$ cat src/rtl/matrix_result_writeback.sv
// Result writeback: buffers controller results in a FIFO and drains
// them to memory at consecutive addresses from a programmed base.
module matrix_result_writeback #(
   parameter int DATA_W = 32,
   parameter int ADDR_W = 16,
   parameter int CNT_W  = 16,
   parameter int DEPTH  = 8
) (
   input  logic              clk,
   input  logic              rst,
   input  logic              start,
   input  logic [ADDR_W-1:0] baseAddr,
   input  logic [CNT_W-1:0]  elemCount,
   input  logic              resWrite,
   input  logic [DATA_W-1:0] resData,
   output logic              memReq,
   output logic [ADDR_W-1:0] memAddr,
   output logic [DATA_W-1:0] memData,
   input  logic              memAck,
   output logic              busy,
   output logic              done,
   output logic              almostFull,
   output logic              overflow
);

   localparam int PW = (DEPTH > 1) ? $clog2(DEPTH) : 1;

   localparam logic [1:0] S_IDLE   = 2'd0;
   localparam logic [1:0] S_ACTIVE = 2'd1;
   localparam logic [1:0] S_DONE   = 2'd2;

   logic [1:0]        state;
   logic [DATA_W-1:0] fifo [DEPTH];
   logic [PW-1:0]     rd_ptr;
   logic [PW-1:0]     wr_ptr;
   logic [PW:0]       occ;
   logic [ADDR_W-1:0] base;
   logic [CNT_W-1:0]  count;
   logic [CNT_W-1:0]  accepted;
   logic [CNT_W-1:0]  written;
   logic              ovf;

   logic active;
   logic full;
   logic empty;
   logic pop;
   logic push;
   logic drop;
   logic last;
   logic go;

   assign active = (state == S_ACTIVE);
   assign full   = (occ == (PW+1)'(DEPTH));
   assign empty  = (occ == '0);
   assign go     = start && (state == S_IDLE);

   assign memReq = active && !empty;
   assign pop    = memReq && memAck;
   // A full FIFO still takes a push when the head leaves on the same edge.
   assign push   = active && resWrite && (!full || pop)
                   && (accepted < count);
   assign drop   = active && resWrite && !push;
   assign last   = pop && ((written + CNT_W'(1)) == count);

   assign memAddr    = base + ADDR_W'(written);
   assign memData    = memReq ? fifo[rd_ptr] : '0;
   assign busy       = (state != S_IDLE);
   assign done       = (state == S_DONE);
   assign almostFull = (occ >= (PW+1)'(DEPTH - 1));
   assign overflow   = ovf;

   // Job sequencing: idle, draining, one-cycle completion.
   always_ff @(posedge clk or posedge rst) begin
      if (rst) begin
         state <= S_IDLE;
      end else begin
         case (state)
            S_IDLE: begin
               if (start) begin
                  state <= (elemCount == '0) ? S_DONE : S_ACTIVE;
               end
            end
            S_ACTIVE: begin
               if (last) begin
                  state <= S_DONE;
               end
            end
            default: begin
               state <= S_IDLE;
            end
         endcase
      end
   end

   // Job parameters, progress counters and sticky drop flag.
   always_ff @(posedge clk or posedge rst) begin
      if (rst) begin
         base     <= '0;
         count    <= '0;
         accepted <= '0;
         written  <= '0;
         ovf      <= 1'b0;
      end else if (go) begin
         base     <= baseAddr;
         count    <= elemCount;
         accepted <= '0;
         written  <= '0;
         ovf      <= 1'b0;
      end else begin
         if (push) begin
            accepted <= accepted + CNT_W'(1);
         end
         if (pop) begin
            written <= written + CNT_W'(1);
         end
         if (drop) begin
            ovf <= 1'b1;
         end
      end
   end

   // FIFO pointers and occupancy; pointers wrap since DEPTH is 2^n.
   always_ff @(posedge clk or posedge rst) begin
      if (rst) begin
         rd_ptr <= '0;
         wr_ptr <= '0;
         occ    <= '0;
      end else if (go) begin
         rd_ptr <= '0;
         wr_ptr <= '0;
         occ    <= '0;
      end else begin
         if (push) begin
            wr_ptr <= wr_ptr + PW'(1);
         end
         if (pop) begin
            rd_ptr <= rd_ptr + PW'(1);
         end
         case ({push, pop})
            2'b10:   occ <= occ + (PW+1)'(1);
            2'b01:   occ <= occ - (PW+1)'(1);
            default: occ <= occ;
         endcase
      end
   end

   // FIFO storage; contents are don't-care until written.
   always_ff @(posedge clk) begin
      if (push) begin
         fifo[wr_ptr] <= resData;
      end
   end

endmodule

$ cat config.mk
export PLATFORM = sky130hd
export DESIGN_NAME = matrix_result_writeback
export DESIGN_NICKNAME = d
export VERILOG_FILES = /design/src/rtl/matrix_result_writeback.sv
export SDC_FILE = /design/constraint.sdc
export NUM_CORES = 1
export LEC_CHECK = 0
export BUFFER_PORTS_ARGS = -buffer_cell sky130_fd_sc_hd__buf_2
export CORE_ASPECT_RATIO = 1.4
export CORE_MARGIN = 8
export CORE_UTILIZATION = 53
export CTS_CLUSTER_DIAMETER = 150
export DETAILED_ROUTE_END_ITERATION = 16
export HOLD_SLACK_MARGIN = 0.1
export PLACE_DENSITY = 0.72
export SYNTH_ARGS = -nofsm -noshare
export SYNTH_HDL_FRONTEND = slang
export SYNTH_SLANG_ARGS = --single-unit
$ cat constraint.sdc
create_clock -name clk -period 15.2 [get_ports clk]
set_clock_uncertainty 0.1 [all_clocks]
set_input_delay 0.76 -clock clk [delete_from_list [all_inputs] [get_ports clk]]
set_output_delay 0.76 -clock clk [all_outputs]
set_load 0.03 [all_outputs]
==> out/metrics.yaml <==
outcome:
  status: "finished, final reports clean"
logic_synthesis:
  synth_edf_count: 256
  synthDistinctLibCells: 81
  synth-adder-area-share: 0.0328
  yosys_warnings: 0
  synth_top_family_by_area: "multiplexers"
  synth-simple-area-share: 0.0918
  async_flop_share: 0.231
  synth_xor_area_frac: 0.0257
  yosysSeqAreaShare: 0.642
  syn_avg_cell_area_sq_um: 14.9
  syn-num-nets: 1114
  synth_mux_area_frac: 0.124
  netlist_area_sq_um: 15000
  synthCells: 1007
  synth_compound_area_frac: 0.0619
  synthFlopType: "edfxtp_1"
  ys_ff_latch: 333
timing:
  period_minus_slack_ns: 4.13
  worst_pin_slew_ns: 1.11
  hold_viol: 0
  relSlewSlack: 0.257
  setup_tns_ns: 0
  fmax_ghz: 0.242
  report.final.slew_viol_count: 0
  rsz0062_at_grt: "no"
  fin_crit_sh: 0.272
  setup_violations: 0
clock_network:
  cts_buffers: 31
  htree_levels: 1
  clk_pin_slew_ns: 0.07
  post_cts_resized: 0
  post_cts_buffers: 0
  ctsHoldBuffers: 0
  cts.sinks: 333
  root_buffer: "clkbuf_16"
  clk-insertion-delay-late_ns: 0.56
  cts_tree: "built"
  clockBufferDepth: 3
power_and_ir_drop:
  p_leak_nw: 6.39
  ir_worst_vdd_uv: 116
  p_sw_frac: 0.364
  combPwrFrac: 0.375
  p_sw_mw: 1.18
  internal_power_mw: 2.05
  sequentialPowerShare: 0.388
  clkPwrFrac: 0.238
  powerDensity_nw_per_um2: 190
grt:
  grt_use_total: 0.187
  grt_pass1_wl_microns: 49400
  grt_pass1_vias: 9014
  grt.overflow.total: 0
  grt_max_degree: 67
  antenna_found_initial: 3
setup_path:
  path_class: "flop to output port"
  critPathArrivalTime_ns: 3.27
  worstReg2RegStart: "count[6]"
  endpoint_kind: "output port"
  worstPathRequired_ns: 14.34
  worstReg2RegEnd: "fifo[7][23]"
  slowest_delay_ns: 0.50
  cp_max_fo: 7
  crit_slowest_cell: "dfrtp_1"
  regToRegSetupSlack_ns: 11.31
  r2r_cells: 9
  startpoint_type: "flop"
  crit_chain: "ha_1 > inv_1 > fa_1 > nor2b_1 > o21ai_0 > nand2b_1 > a21oi_1 > o21ai_1 > a41oi_1 > xnor2_1 > buf_2"
drt:
  wl_per_cell_microns: 20.4
  first_pass_iters: 5
  via_per_inst: 5.71
  wl_microns: 31200
  drtIter0Drc: 507
  ant_nets: 0
  vias: 8743
  drcViolationCount: 0
die:
  die_area_sq_um: 34000
  rows: 73
  start_util: 0.532
  core_sq_um: 28100
  die_x_microns: 158
  io_pins: 122
  die_h_microns: 215
final_layout:
  layout_common_cells: "edfxtp_1, nand2_1, buf_2"
  nets: 1238
  final_core_util: 0.605
  final_layout_size_suffix_gt1_frac: 0.246
  finalNonFillerCells: 1531
  syn2layout_area_growth_pct: 13.6
  final_common_cell: "edfxtp_1"
run:
  drv_cap: 0
place:
  routabilityCongestion: 0.875
  place_inst: 1473
  dp_hpwl_microns: 19600
  port_buffers: 121
worst_hold_path:
  hold_class: "primary input to async pin"
## stage by stage
step | hold WS [ns] | power, mW | instance area (sq um) | worst slack, ns
after global routing | 0.157 | 3.41 | 17000 | 10.73
final | 0.135 | 3.23 | 17000 | 11.07
after CTS | 0.136 | 3.27 | 17000 | 10.97
after detailed placement | 0.377 | 2.50 | 16000 | 11.31
after floorplan | 0.352 | 2.16 | 15000 | 9.69
after global placement | 0.364 | 2.48 | 16000 | 11.37
## area by class of cell
type / count / area (sq um)
fill: 2170 / 11100
sequential: 333 / 9620
multi-input combinational: 602 / 5090
clock buffer: 38 / 802
timing repair buffer: 134 / 703
tap: 375 / 469
clock inverter: 18 / 208
inverter: 29 / 110
antenna: 2 / 5.00
## Yosys cell counts (4+ instances only)
| master | instances | area [sq um] |
|---|---|---|
| edfxtp_1 | 256 | 7690 |
| nand2_1 | 122 | 458 |
| dfrtp_1 | 77 | 1930 |
| nor2_1 | 65 | 244 |
| mux4_2 | 64 | 1440 |
| mux2i_1 | 42 | 420 |
| o21ai_0 | 39 | 195 |
| ha_1 | 36 | 450 |
| xnor2_1 | 34 | 298 |
| inv_1 | 28 | 105 |
| clkbuf_1 | 21 | 78.8 |
| a21oi_1 | 19 | 95.1 |
| o21ai_1 | 16 | 80.1 |
| nand3_1 | 15 | 75.1 |
| buf_1 | 10 | 37.5 |
| a21o_1 | 9 | 67.6 |
| and3_1 | 9 | 56.3 |
| nand4_1 | 8 | 50.1 |
| o31ai_1 | 8 | 60.1 |
| xor2_1 | 8 | 70.1 |
| nand2b_1 | 7 | 43.8 |
| nor2b_1 | 7 | 43.8 |
| nor3_1 | 7 | 35.0 |
| buf_2 | 6 | 30.0 |
| nor4_1 | 5 | 31.3 |
| o211ai_1 | 5 | 37.5 |
| a211oi_1 | 4 | 30.0 |
| and2_1 | 4 | 25.0 |
| nor3b_1 | 4 | 30.0 |
## registers in the layout (all words and copies together) (netlist names)
name / flops
state: 2
accepted: 16
overflow: 1
written: 16
base: 16
count: 16
fifo: 256
wr_ptr: 3
occ: 4
rd_ptr: 3
## cell families (layout without fill, tap and decap cells)
| logic type | Yosys count | in the layout |
|---|---|---|
| buffers and inverters | 72 | 219 |
| AOI/OAI and AO/OA | 133 | 133 |
| adders and majority gates | 38 | 38 |
| xor gates and xnor gates | 43 | 43 |
| DFF | 333 | 333 |
| other | 0 | 2 |
| and+or+nand+nor | 282 | 282 |
| muxes | 106 | 106 |
## worst max path at each step
stage,startpoint,to,depth (start not counted)
after global routing,written[0],memAddr[10],11
after global placement,count[6],fifo[7][18],9
after floorplan,count[6],fifo[4][0],9
after detailed placement,count[6],fifo[7][18],9
final,written[0],memAddr[10],11
after CTS,rd_ptr[0],memData[2],5
## per-layer routing
layer | part of all wire | global-route usage | up-vias
li1 | - | - | 4081
met1 | 0.40 | 0.227 | 4352
met2 | 0.51 | 0.323 | 248
met3 | 0.066 | 0.0406 | 60
met4 | 0.029 | 0.0627 | 2
met5 | 0.00032 | 0 | -
## power by group through the flow
| stage | combinational [mW] | clock (mW) | sequential, mW |
|---|---|---|---|
| 2_1_floorplan | 0.929 | 0 | 1.23 |
| 6_report | 1.21 | 0.767 | 1.25 |
| 3_5_place_dp | 1.23 | 0 | 1.27 |
| 3_3_place_gp | 1.22 | 0 | 1.26 |
| 4_1_cts | 1.24 | 0.784 | 1.25 |
| 5_1_grt | 1.32 | 0.820 | 1.27 |
## worst max-delay path, delay by kind of cell, from the launching register on
kind / cells / cell delay [ns]
simple gates: 2 / 0.23
fa+ha+maj: 2 / 0.67
xor+xnor: 1 / 0.16
compound gates: 4 / 0.84
buf+inv: 2 / 0.29
flops: 1 / 0.50
Power figures use the tool's default switching activity.
